## config.mk

```make
export PLATFORM = sky130hd
export DESIGN_NAME = line_burst_adapter
export DESIGN_NICKNAME = d
export VERILOG_FILES = /design/src/rtl/line_burst_adapter.sv
export SDC_FILE = /design/constraint.sdc
export NUM_CORES = 1
export LEC_CHECK = 0
export BUFFER_PORTS_ARGS = -buffer_cell sky130_fd_sc_hd__buf_2
export CORE_MARGIN = 2
export CORE_UTILIZATION = 27
export CTS_CLUSTER_SIZE = 14
export DETAILED_ROUTE_END_ITERATION = 16
export SLEW_MARGIN = 20
export SYNTH_ARGS = -nofsm -noshare
export SYNTH_HDL_FRONTEND = slang
export SYNTH_SLANG_ARGS = --single-unit
```

## constraint.sdc

```tcl
create_clock -name clk -period 46.1 [get_ports clk]
set_input_delay 2.305 -clock clk [delete_from_list [all_inputs] [get_ports clk]]
set_output_delay 2.305 -clock clk [all_outputs]
set_load 0.01 [all_outputs]
```

## src/rtl/line_burst_adapter.sv

```systemverilog
// line_burst_adapter: moves 256-bit cache lines to and from memory as fixed-order 4-beat 64-bit bursts
// Both directions are fully buffered, so the cache side sees a single line_resp pulse per line.
module line_burst_adapter #(
   parameter int BEAT_WIDTH = 64,
   parameter int BEATS      = 4,
   parameter int ADDR_WIDTH = 32
) (
   input  logic                           clk,
   input  logic                           rst,
   input  logic                           line_read,
   input  logic                           line_write,
   input  logic [ADDR_WIDTH-1:0]          line_address,
   input  logic [BEAT_WIDTH*BEATS-1:0]    line_wdata,
   output logic [BEAT_WIDTH*BEATS-1:0]    line_rdata,
   output logic                           line_resp,
   output logic                           mem_read,
   output logic                           mem_write,
   output logic [ADDR_WIDTH-1:0]          mem_address,
   output logic [BEAT_WIDTH-1:0]          mem_wdata,
   input  logic [BEAT_WIDTH-1:0]          mem_rdata,
   input  logic                           mem_resp
);
   localparam int LINE_W = BEAT_WIDTH*BEATS;
   localparam int CW = $clog2(BEATS);
   localparam logic [ADDR_WIDTH-1:0] OFF_MASK = ADDR_WIDTH'(LINE_W/8 - 1);
   typedef enum logic [1:0] {IDLE, RD, WR, DONE} state_t;
   state_t                state_q;
   logic [CW-1:0]         cnt_q;
   logic [LINE_W-1:0]     rdata_q, wbuf_q;
   logic [ADDR_WIDTH-1:0] addr_q;
   logic                  resp_q, rd_q, wr_q;
   logic                  last;
   assign last        = cnt_q == CW'(BEATS-1);
   assign line_rdata  = rdata_q;
   assign line_resp   = resp_q;
   assign mem_read    = rd_q;
   assign mem_write   = wr_q;
   assign mem_address = addr_q;
   assign mem_wdata   = wbuf_q[BEAT_WIDTH*cnt_q +: BEAT_WIDTH];
   // Requests are sampled only in IDLE; DONE always costs one cycle before the next capture.
   always_ff @(posedge clk or posedge rst)
      if (rst) begin
         state_q <= IDLE;
         cnt_q   <= '0;
         rdata_q <= '0;
         wbuf_q  <= '0;
         addr_q  <= '0;
         resp_q  <= 1'b0;
         rd_q    <= 1'b0;
         wr_q    <= 1'b0;
      end else
         case (state_q)
            IDLE:
               if (line_read) begin
                  addr_q  <= line_address & ~OFF_MASK;
                  rd_q    <= 1'b1;
                  state_q <= RD;
               end else if (line_write) begin
                  addr_q  <= line_address & ~OFF_MASK;
                  wbuf_q  <= line_wdata;
                  wr_q    <= 1'b1;
                  state_q <= WR;
               end
            RD:
               if (mem_resp) begin
                  rdata_q[BEAT_WIDTH*cnt_q +: BEAT_WIDTH] <= mem_rdata;
                  cnt_q <= last ? '0 : cnt_q + 1'b1;
                  if (last) begin
                     rd_q    <= 1'b0;
                     resp_q  <= 1'b1;
                     state_q <= DONE;
                  end
               end
            WR:
               if (mem_resp) begin
                  cnt_q <= last ? '0 : cnt_q + 1'b1;
                  if (last) begin
                     wr_q    <= 1'b0;
                     resp_q  <= 1'b1;
                     state_q <= DONE;
                  end
               end
            DONE: begin
               resp_q  <= 1'b0;
               state_q <= IDLE;
            end
            default: state_q <= IDLE;
         endcase
endmodule

```

# Word level (Yosys, flattened, before mapping)
# Index checks and enable logic that the tools add are counted.
[classes]
add_sub_neg = 2
eq_ne = 14
n_shift = 3
n_mux = 19
bitwise = 1
reduce_logical = 14
[ops]
columns = ["cell", "n"]
rows = [
  ["$bwmux 256", 1],
  ["$shift 64x34->256 const A", 1],
  ["$shiftx 256x9->64", 1],
  ["$shiftx 64x34->256", 1],
  ["$mux 32", 2],
  ["$neg 8->34", 1],
  ["$ne 2x2->1 const B", 7],
  ["$mux 2", 5],
  ["$reduce_and 3->1", 3],
  ["$reduce_bool 2->1", 4],
  ["$mux 1", 7],
  ["$eq 2x2->1 const B", 3],
  ["$pmux 1 s2", 3],
  ["$pmux 2 s3", 1],
  ["$reduce_and 2->1", 3],
  ["$reduce_and 5->1", 1],
  ["$ne 2x1->1 const B", 2],
  ["$reduce_and 4->1", 1],
  ["$ne 3x3->1 const B", 1],
  ["$add 2x1->2 const B", 1],
  ["$eq 2x1->1 const B", 1],
  ["$logic_not 2->1", 1],
  ["$reduce_or 2->1", 1],
  ["$not 1->1", 1],
]
[totals]
ff_bits = 551
output_inout_bits = 355
wordCells = 61

# Logic depth before layout (Yosys ltp)
# Gate-level depths: netlist of run 1.
[depth]
depth_word = 4
mapped_depth = 10

# Worst setup path before layout of run 1
# No wires, ideal clock.
[synth_timing]
kind = "reg2out"
from = "register cnt_q[0]"
to = "output mem_wdata[26]"
arrival_time_ns = 1.582
required_ns = 43.795
path_slack_ns = 42.213
path_stages_with_launch = 5
path_cell_list = "dfrtp_1 -> buf_2 -> buf_4 -> buf_2 -> mux4_2"
[synth_between]
elab_chain_cells = 1
[synth_lines]
columns = ["item", "line_no", "rtl"]
rows = [
  ["from (decl)", "28", "logic [CW-1:0] cnt_q;"],
  ["from (signal assigned)", "67", "cnt_q <= last ? '0 : cnt_q + 1'b1;"],
  ["from (signal assigned)", "76", "cnt_q <= last ? '0 : cnt_q + 1'b1;"],
  ["$shiftx 256x9->64", "39", "assign mem_wdata = wbuf_q[BEAT_WIDTH*cnt_q +: BEAT_WIDTH];"],
  ["to (decl)", "19", "output logic [BEAT_WIDTH-1:0] mem_wdata,"],
]
# No other way between the ends.

# Worst setup path after layout of run 1
[layout_timing]
from = "register cnt_q[0]"
to = "output mem_wdata[8]"
# The elaborated chain is that of the path after synthesis.

==> impl_results.md, run 1 <==
- Synthesized flop and latch total: 546
- Root Buffer: clkbuf_16
- Slowest CP cell: dfrtp_4
- Total gr overflow: 0
- Slew @ Worst Pin: 1.05 ns
- WP data arrival: 3.16 ns
- Core Util, Final: 35.4%
- Num CTS Buffers: 58
- ANT nets after route: 0
- Int Pwr: 1.35 mW
- Area fraction in compound gates after synthesis: 8.47%
- Most common cell in the netlist: dfrtp_1
- Final Instance Area: 28500 um2
- CP max stage delay: 0.81 ns
- Area share of the largest cell type after synthesis: 62.0%
- Max clock buf depth: 3
- Share of cells above drive strength 1: 51.7%
- Area occupied by multi-input gates: 7870 um2
- Xor-xnor portion of the synthesized cell area: 0%
- Sequential element share of the synthesized area: 62.0%
- Final Cycle Share: 11.9%
- Via Count: 15500
- Post-synthesis simple-gate area fraction: 4.74%
- Hold Vio Cnt, Final: 0
- Filler instances: 7940
- Syn_area_per_cell: 14.1 um2
- Area leader, netlist: dfrtp_1
- CP Launch Type: register
- Top cell family by delay on the critical path: buffers and inverters
- Sequential power share: 40.3%
- Post-CTS Resized: 0
- PortBufs: 701
- Setup ws final: 40.64 ns
- Synth top area cells: dfrtp_1, mux2_2, mux4_2
- Final TNS setup: 0 ns
- Core Box Area: 80700 um2
- Row count: 104
- Synth top cells by count: dfrtp_1, mux2_2, nand2_1, a22o_1, o21ai_0
- Wire length per cell: 19.8 um
- Final #Nets: 2597
- Worst hold path class: reg -> reg
- Fmax achieved: 183 MHz
- Tot GR Track Use: 15.0%
- Sw power: 0.680 mW
- Max-Cap Viols: 0
- Mux cell area share after synthesis: 21.3%
- Worst R2R End: line_rdata[50]
- Primary FF master, synth: dfrtp_1
- Routed vias/inst: 4.62
- DR iter-0 viols: 704
- Syn Inst Count: 1561
- Post-CTS setup repair buffer count: 0
- Top-level port count: 712
- Static leakage: 13.9 nW
- Slew Limit Fails: 0
- Clk slew on worst S/H paths: 0.06 ns
- Mapped Area: 22000 um2
- Count of flip-flops with a built-in enable after synthesis: 0
- RSZ-0062 raised after global routing: false
- Pwr dens: 71.1 nW/um2
- Crit-path cells: buf_4, mux4_2, buf_2
- Clk_skew: 0.0205 ns
- Worst r2r path cells: 7
- Reg2Reg Setup Slack: 42.60 ns
- Critical path endpoint category: output port
- Combinational group share of total power: 36.5%
- Async set or reset register ratio after synthesis: 100%
- CTS Hold Bufs: 0
- Worst Hold Path EP: line_rdata[65]
- First-pass detailed-route iteration total: 5
- Required time worst endpoint: 43.79 ns
- Post-synth cell types: 31
- Worst VDD drop: 0.0423 mV
- YS warnings: 0
- Placement-stage cell area: 26600 um2
- Reg-to-reg startpoint: cnt_q[0]
- First-pass GRT wire length: 97400 um
- RePlAce Congestion: 0.851
- Final setup vio count: 0
- Critical path class: reg -> out
- CTS tree: done
- Largest family of logic cells by synthesized area: multiplexers
- Layout area overhead: 29.5%
- Chip Height: 290 um
- Min cycle time layout: 5.46 ns
- Clock share of power: 23.3%
- Final wirelength: 66200 um
- Status: finished clean
- Slew margin rel.: 30.2%
- Antenna violations before repair: 26
- Die W: 290 um
- DRC violations left: 0
- Clk_lat worst skew: 0.61 ns
- CP max FO: 43
- Sw Ratio: 33.5%
- Placed Cells: 3226
- Reg area: 13700 um2
- TritonCTS Sinks: 546
- Min-delay src: line_rdata[65]
- Vias in the first global route: 16400
- Die area: 83900 um2
- Non-filler cells, final: 3342
- Initial core utilization: 27.3%
- WHS Path Cells: 2
- Buf/Inv on CP: 2
- Adder-Cell Fraction of Synth Area: 0.738%
- DPL Wire Length: 47400 um
- Setup WS pre-CTS: 41.10 ns
- Pin count of the biggest net entering global routing: 194
- CTS H-tree depth: 2
[tightest hold or removal path: cells and delay by family (launching register included)]
family | cells | cell delay [ns]
flip-flops | 1 | 0.34
AO/OA/AOI/OAI | 1 | 0.05
AND/OR/NAND/NOR | 1 | 0.04
[cell usage in the layout, fill, tap and decap left out, types with 2 or more instances in the layout]
cell,n
clkbuf_8,14
dfrtp_1,544
a22o_1,138
nor2_1,3
mux4_2,64
nor4b_2,2
o21ai_0,121
nor2b_1,2
mux2_2,284
dfrtp_4,2
conb_1,5
buf_4,15
ha_1,13
inv_1,7
clkbuf_1,12
bufinv_16,4
nand2_1,239
mux2i_1,6
clkbuf_16,59
nand3_2,2
clkinv_2,11
o31ai_1,3
clkinvlp_4,4
buf_12,2
buf_2,701
diode_2,9
nand3_4,2
nor4_4,2
inv_6,2
[power groups by stage]
stage	clock, mW	combinational [mW]	sequential [mW]
after floorplan	0	0.426	0.833
after global placement	0	0.732	0.809
after detailed placement	0	0.746	0.825
after CTS	0.486	0.751	0.818
after global routing	0.504	0.805	0.843
final	0.472	0.740	0.817
[metrics by stage]
stage	hold slack [ns]	total power [mW]
2_1_floorplan	0.474	1.26
3_3_place_gp	0.460	1.54
3_5_place_dp	0.466	1.57
4_1_cts	0.479	2.05
5_1_grt	0.500	2.15
6_report	0.471	2.03
[worst max-delay path by stage]
| stage | startpoint | to | slack (ns) | cells past startpoint |
|---|---|---|---|---|
| 6_report | cnt_q[0] | mem_wdata[8] | 40.64 | 3 |
| 2_1_floorplan | rst | cnt_q[0] | 28.53 | 1 |
| 5_1_grt | cnt_q[0] | mem_wdata[8] | 40.31 | 3 |
| 3_5_place_dp | cnt_q[0] | mem_wdata[8] | 41.10 | 3 |
| 3_3_place_gp | cnt_q[0] | mem_wdata[8] | 41.10 | 3 |
| 4_1_cts | cnt_q[0] | mem_wdata[8] | 40.41 | 3 |
[sequential cells by signal, summed over array words and instances, names as in the netlist]
name,flops
cnt_q,2
wbuf_q,256
mem_read,1
mem_address,27
state_q,2
line_resp,1
line_rdata,256
mem_write,1
[layer usage]
| metal | routed length, um | GRT usage (%) |
|---|---|---|
| met5 | 136 | 0 |
| met4 | 2180 | 5.40 |
| met3 | 7070 | 6.30 |
| met2 | 32000 | 25.4 |
| met1 | 24800 | 16.8 |
[cells by family (layout without fill, tap and decap cells)]
logic type	count (synthesis)	count (layout)
buffers and inverters	125	833
muxes	354	354
and+or+nand+nor	256	256
DFF	546	546
other	1	14
AOI/OAI and AO/OA	266	266
adders and majority gates	13	13
[area by class of cell]
| class | instances | share of cell area, % |
|---|---|---|
| antenna | 9 | 0.0789 |
| clock buffer | 85 | 6.00 |
| clock inverter | 21 | 0.780 |
| inverter | 8 | 0.131 |
| multi-input combinational | 894 | 27.6 |
| sequential | 546 | 47.9 |
| tap | 1060 | 4.65 |
| timing repair buffer | 719 | 12.9 |
No activity file was read; power rests on OpenSTA's default activity.
==> run 2: changes to the inputs <==
--- a/config.mk
+++ b/config.mk
@@ -5,6 +5,7 @@
 export SDC_FILE = /design/constraint.sdc
 export NUM_CORES = 1
 export LEC_CHECK = 0
+export ABC_AREA = 1
 export BUFFER_PORTS_ARGS = -buffer_cell sky130_fd_sc_hd__buf_2
 export CORE_MARGIN = 2
 export CORE_UTILIZATION = 27
==> constraint.sdc (replaced) <==
create_clock -name clk -period 4.8 [get_ports clk]
set_input_delay 0.24 -clock clk [delete_from_list [all_inputs] [get_ports clk]]
set_output_delay 0.24 -clock clk [all_outputs]
set_load 0.01 [all_outputs]
==> run 2 against run 1 <==
  * Clock-buffer cell count rose by 10
  * Power rose to 9.9 times the previous value
  * Critical endpoint is now mem_wdata[24]
  * Combinational power grew to 11 times the previous value
  * Non-clock buffer count increased by 368
  * Clock skew rose by 0.0075 ns
  * Hold slack worse by 0.38 ns
  * Utilization grew 3.4 points
  * Cell count up 46%
  * Via count grew 48%
  * Die area grew 7.2%
  * Routed wire length up 28%
  * Setup slack worse by 39 ns
==> impl_results.md, run 2 <==
- Wire length per cell: 17.4 um (-12%)
- Slew margin rel.: 33.3% (+3.1 points)
- Initial core utilization: 27.3% (-0.057 points)
- Mapped Area: 23700 um2 (+7.3%)
- Syn Inst Count: 2716 (+74%)
- DRC violations left: 0 (unchanged)
- Pin count of the biggest net entering global routing: 142 (-27%)
- Synthesized flop and latch total: 546 (unchanged)
- Area leader, netlist: dfrtp_1
- Via Count: 22900 (+48%)
- CTS tree: done
- Reg2Reg Setup Slack: 1.64 ns (-40.96 ns)
- Reg-to-reg startpoint: cnt_q[0]
- Row count: 108 (+3.8%)
- Max clock buf depth: 3 (unchanged)
- Status: finished clean
- Routed vias/inst: 4.70 (+1.6%)
- Max-Cap Viols: 0 (unchanged)
- CP Launch Type: register
- YS warnings: 0 (unchanged)
- Min-delay src: line_read
- Chip Height: 300 um (+3.5%)
- CP most frequent cell: buf_4
- Final TNS setup: 0 ns (unchanged)
- Primary FF master, synth: dfrtp_1
- DPL Wire Length: 54500 um (+15%)
- Slowest CP cell: buf_4
- Num CTS Buffers: 60 (+3.4%)
- Slew @ Worst Pin: 0.998 ns (-0.0482 ns)
- WHS Path Cells: 4 (+2)
- Fmax achieved: 300 MHz
- RePlAce Congestion: 0.878 (+3.1%)
- Crit-path cells: buf_4, buf_4, nor2_1, o22ai_1, buf_2
- ANT nets after route: 0 (unchanged)
- Tot GR Track Use: 18.0% (+3.1 points)
- WP data arrival: 3.09 ns (-0.07 ns)
- Critical path class: reg -> out
- First-pass GRT wire length: 130000 um (+33%)
- Syn_area_per_cell: 8.71 um2 (-38%)
- Share of cells above drive strength 1: 23.1% (-29 points)
- Sequential element share of the synthesized area: 57.8% (-4.2 points)
- Placement-stage cell area: 28000 um2 (+5.4%)
- Layout area overhead: 42.1%
- Clk_lat worst skew: 0.63 ns (+0.02 ns)
- DR iter-0 viols: 1764 (+150%)
- Async set or reset register ratio after synthesis: 100% (unchanged)
- Pwr dens: 598 nW/um2 (+740%)
- Final #Nets: 4026 (+55%)
- RSZ-0062 raised after global routing: false
- Total gr overflow: 0 (unchanged)
- Worst r2r path cells: 8 (+1)
- Final Cycle Share: 69.4%
- Post-CTS setup repair buffer count: 0 (unchanged)
- Synth top area cells: dfrtp_1, o21ai_0, nand2_1
- Worst hold path class: in -> reg
- Worst Hold Path EP: state_q[1]
- Filler instances: 8685 (+9.4%)
- PortBufs: 701 (unchanged)
- Final wirelength: 84500 um (+28%)
- Antenna violations before repair: 9 (-65%)
- Clk slew on worst S/H paths: 0.06 ns (about the same)
- Static leakage: 17.6 nW (+26%)
- Slew Limit Fails: 0 (unchanged)
- Min Hold Slack: 0.0933 ns (-0.378 ns)
- Root Buffer: clkbuf_16
- Most frequent cells in the layout: buf_2, o21ai_0, dfrtp_1
- Top-level port count: 712 (unchanged)
- Post-synth cell types: 30 (-3.2%)
- CP max stage delay: 0.71 ns (-0.10 ns)
- Worst R2R End: line_rdata[33]
- Commonest non-fill, non-tap cell in the layout: buf_2
- Most common cell in the netlist: o21ai_0
- Die W: 300 um (+3.5%)
- Required time worst endpoint: 4.56 ns (-39.23 ns)
- Min cycle time layout: 3.33 ns
- Area share of the largest cell type after synthesis: 57.8% (-4.2 points)
- Critical path endpoint category: output port
- First-pass detailed-route iteration total: 5 (unchanged)
- Count of flip-flops with a built-in enable after synthesis: 0 (unchanged)
- CTS H-tree depth: 2 (unchanged)
- TritonCTS Sinks: 546 (unchanged)
- Core Box Area: 86800 um2 (+7.5%)
- Design Power: 20.1 mW (+890%)
- Die area: 90000 um2 (+7.2%)
- Final Instance Area: 33600 um2 (+18%)
- Vias in the first global route: 22700 (+39%)
- Hold Vio Cnt, Final: 0 (unchanged)
- Synth top cells by count: o21ai_0, dfrtp_1, nand2_1, inv_1, o21ai_1
- Final setup vio count: 0 (unchanged)
- Clk_skew: 0.0280 ns (+0.00750 ns)
- Worst VDD drop: 0.386 mV (+810%)
- CP max FO: 65 (+51%)
[run 2: cell types whose count changed after synthesis, moves of 52 or more]
| cell | change |
|---|---|
| clkbuf_1 | +52 |
| a22o_1 | -138 |
| nand2_1 | +173 |
| nor2_1 | +133 |
| o21ai_1 | +180 |
| a21oi_1 | +65 |
| mux2_2 | -284 |
| nand3_1 | +117 |
| mux4_2 | -64 |
| o21ai_0 | +563 |
| inv_1 | +286 |
[run 2: kinds of logic after synthesis]
group | after synthesis | synth area share (%)
simple gates | 678 | 11.7
flops | 546 | 57.8
buf+inv | 514 | 9.28
other cells | 1 | 0.0159
fa+ha+maj | 13 | 0.688
compound gates | 964 | 20.6
[run 2: repair_timing]
item,CTS,global route
resized for setup,0,0
endpoints found under the hold margin,543,0
endpoints found under the setup margin,0,0
hold buffers,349,0
[run 2: where the power goes]
| group | switching, mW | leakage, nW | internal (mW) |
|---|---|---|---|
| Sequential | 0.906 | 7.09 | 6.45 |
| Clock | 1.96 | 1.04 | 2.90 |
| Combinational | 5.17 | 9.51 | 2.70 |
[run 2: cell type report]
| class | count | area [um2] | area share, % |
|---|---|---|---|
| diodes | 4 | 10.0 | 0.0298 |
| repair buffers | 1087 | 7410 | 22.1 |
| inverters | 301 | 1140 | 3.39 |
| multi-input cells | 1660 | 7850 | 23.4 |
| clock inverters | 19 | 231 | 0.689 |
| well taps | 1155 | 1450 | 4.30 |
| clock buffers | 95 | 1850 | 5.52 |
| flip-flops and latches | 546 | 13700 | 40.7 |
[run 2: worst max-delay path by stage]
| stage | end | startpoint | cells past startpoint |
|---|---|---|---|
| final | mem_wdata[24] | cnt_q[0] | 5 |
| after global routing | mem_wdata[24] | cnt_q[0] | 5 |
| after CTS | mem_wdata[24] | cnt_q[0] | 5 |
| after detailed placement | line_rdata[57] | cnt_q[0] | 8 |
| after global placement | line_rdata[55] | cnt_q[0] | 8 |
| after floorplan | cnt_q[0] | rst | 1 |
[run 2: metrics by stage]
stage / utilization (%) / setup slack, ns / std cells
after floorplan: - / -2.87 / 2720
after global placement: 32.3 / 1.68 / 4399
after detailed placement: 32.3 / 1.67 / 4399
after CTS: 38.7 / 1.30 / 4862
after global routing: 38.7 / 1.27 / 4867
final: 38.7 / 1.47 / 4867
[run 2: layer usage]
metal,track usage (%),vias to the layer above,share of wire [%]
met5,0,-,0.045
met4,7.13,6,3.8
met3,3.75,183,7.0
met2,30.3,886,47
met1,22.6,11000,42
li1,-,10800,-
[run 2: critical path: cells and delay by family (launching register included)]
kind | cells | cell delay (ns)
simple gates | 1 | 0.22
compound gates | 1 | 0.42
buf+inv | 3 | 1.38
flops | 1 | 0.42
==> run 3: changes to the inputs <==
==> constraint.sdc (replaced) <==
create_clock -name clk -period 3.3 [get_ports clk]
set_input_delay 0.165 -clock clk [delete_from_list [all_inputs] [get_ports clk]]
set_output_delay 0.165 -clock clk [all_outputs]
set_load 0.01 [all_outputs]
==> run 3 against run 2 <==
  * Utilization is essentially flat
  * Sequential share of layout area hardly changed
  * Via count shrank 0.37%
  * Global-route usage increased by 0.19 points
  * Non-clock buffer count grew 12
  * Critical path type unchanged
==> impl_results.md, run 3 (same netlist as run 2, synthesis figures left out) <==
- Wire length per cell: 17.5 um (+0.69%)
- Via Count: 22800 (-0.37%)
- Die area: 90000 um2 (unchanged)
- Slew Limit Fails: 0 (unchanged)
- Initial core utilization: 27.3% (unchanged)
- CTS H-tree depth: 2 (unchanged)
- Hold Vio Cnt, Final: 0 (unchanged)
- RSZ-0062 raised after global routing: false
- DR iter-0 viols: 1624 (-7.9%)
- Non-filler cells, final: 4872 (+0.10%)
- Slew margin rel.: 30.5% (-2.7 points)
- Fmax achieved: 338 MHz
- Pin count of the biggest net entering global routing: 201 (+42%)
- Pwr dens: 859 nW/um2 (+44%)
- Antenna violations before repair: 9 (unchanged)
- PortBufs: 701 (unchanged)
- Clk_skew: 0.0130 ns (-0.0150 ns)
- Static leakage: 17.6 nW (about the same)
- Share of cells above drive strength 1: 23.1% (about the same)
- Final wirelength: 85200 um (+0.79%)
- Layout area overhead: 42.1% (about the same)
- Die W: 300 um (unchanged)
- Num CTS Buffers: 60 (unchanged)
- Status: finished clean
- Worst VDD drop: 0.558 mV (+45%)
- Sw power: 11.6 mW (+45%)
- RePlAce Congestion: 0.870 (-0.87%)
- First-pass detailed-route iteration total: 5 (unchanged)
- Routed vias/inst: 4.67 (-0.47%)
- Sequential power share: 37.2% (+0.6 points)
- Slowest CP cell: dfrtp_4
- Final Instance Area: 33600 um2 (about the same)
- Max clock buf depth: 3 (unchanged)
- Buf/Inv on CP: 3 (unchanged)
- Tot GR Track Use: 18.2% (+0.19 points)
- Clock share of power: 22.8% (-1.4 points)
- Root Buffer: clkbuf_16
- Sw Ratio: 40.3% (+0.33 points)
- Final setup vio count: 0 (unchanged)
- Final Cycle Share: 89.7%
- Final #Nets: 4038 (+0.30%)
- CP max FO: 131 (+100%)
- Commonest non-fill, non-tap cell in the layout: buf_2
- Required time worst endpoint: 3.13 ns (-1.43 ns)
- Slew @ Worst Pin: 1.04 ns (+0.0436 ns)
- CP Launch Type: register
- CP max stage delay: 0.52 ns (-0.19 ns)
- Total gr overflow: 0 (unchanged)
- Core Box Area: 86800 um2 (unchanged)
- Combinational group share of total power: 40.0% (+0.8 points)
- Core Util, Final: 38.7% (about the same)
- Top cell family by delay on the critical path: buffers and inverters
- ANT nets after route: 0 (unchanged)
- CTS tree: done
- Placed Cells: 4410 (+0.25%)
- Critical path class: reg -> out
- Row count: 108 (unchanged)
- DPL Wire Length: 55600 um (+2.0%)
- Min cycle time layout: 2.96 ns
- Placement-stage cell area: 28200 um2 (+0.65%)
- First-pass GRT wire length: 131000 um (+0.98%)
- TritonCTS Sinks: 546 (unchanged)
- DRC violations left: 0 (unchanged)
- Top-level port count: 712 (unchanged)
- Max-Cap Viols: 0 (unchanged)
- Chip Height: 300 um (unchanged)
- Critical path endpoint category: output port
- Vias in the first global route: 22800 (+0.29%)
- Crit-path cells: inv_4, buf_12, o21ai_0, o22ai_1, buf_2
- Most frequent cells in the layout: buf_2, o21ai_0, dfrtp_1
- WP data arrival: 2.79 ns (-0.30 ns)
- Clk_lat worst skew: 0.61 ns (-0.02 ns)
- Clk slew on worst S/H paths: 0.06 ns (about the same)
- Int Pwr: 17.2 mW (+43%)
- Worst hold path class: in -> async
-- run 3: area by class of cell --
type	count	area [um2]
diodes	6	15.0
clock buffers	89	1770
clock inverters	16	140
fillers	8762	53100
inverters	301	1140
multi-input cells	1660	7850
flip-flops and latches	546	13700
well taps	1155	1450
repair buffers	1099	7590
-- run 3: tightest hold or removal path: stages --
cell,delay [ns]
dlygate4sd3_1,0.53
buf_2,0.13
clkinvlp_4,0.30
-- run 3: timing repair --
action / 4_1_cts / 5_1_grt
endpoints found under the setup margin: 0 / 0
hold buffers: 351 / 0
buffers inserted: 0 / 0
resized for setup: 0 / 0
endpoints found under the hold margin: 622 / 0
-- run 3: path summary, 6_finish.rpt --
path | start | to | slack, ns | cells after the start
max in group asynchronous | rst | mem_address[14] | 2.06 | 5
setup reg to reg | state_q[1] | line_rdata[251] | 0.82 | 7
hold reg to reg | mem_write | mem_write | 0.48 | 2
min in group clk | line_wdata[232] | wbuf_q[232] | 0.33 | 4
setup / recovery | cnt_q[0] | mem_wdata[5] | 0.34 | 5
hold / removal | rst | line_rdata[44] | 0.10 | 3
-- run 3: per-layer routing --
layer / track usage, % / share of wire, % / vias to the layer above
li1: - / - / 10800
met1: 22.7 / 41 / 10900
met2: 31.4 / 49 / 905
met3: 3.64 / 6.8 / 159
met4: 5.93 / 3.0 / 6
met5: 0 / 0.040 / -
-- run 3: metrics by stage --
step	setup TNS, ns	total power [mW]	setup slack [ns]	hold slack (ns)
global placement	0	21.8	0.882	0.200
global route	0	30.9	0.283	0.133
CTS	0	29.0	0.421	0.0693
floorplan	-2343.92	17.2	-4.29	0.303
finish	0	28.9	0.341	0.103
detailed placement	0	22.0	0.836	0.197
-- run 3: power by group through the flow --
stage	Sequential, mW	Combinational (mW)	Clock, mW
after global placement	10.7	11.1	0
final	10.7	11.5	6.60
after detailed placement	10.8	11.2	0
after CTS	10.7	11.6	6.77
after global routing	11.1	12.8	7.04
after floorplan	11.2	6.02	0
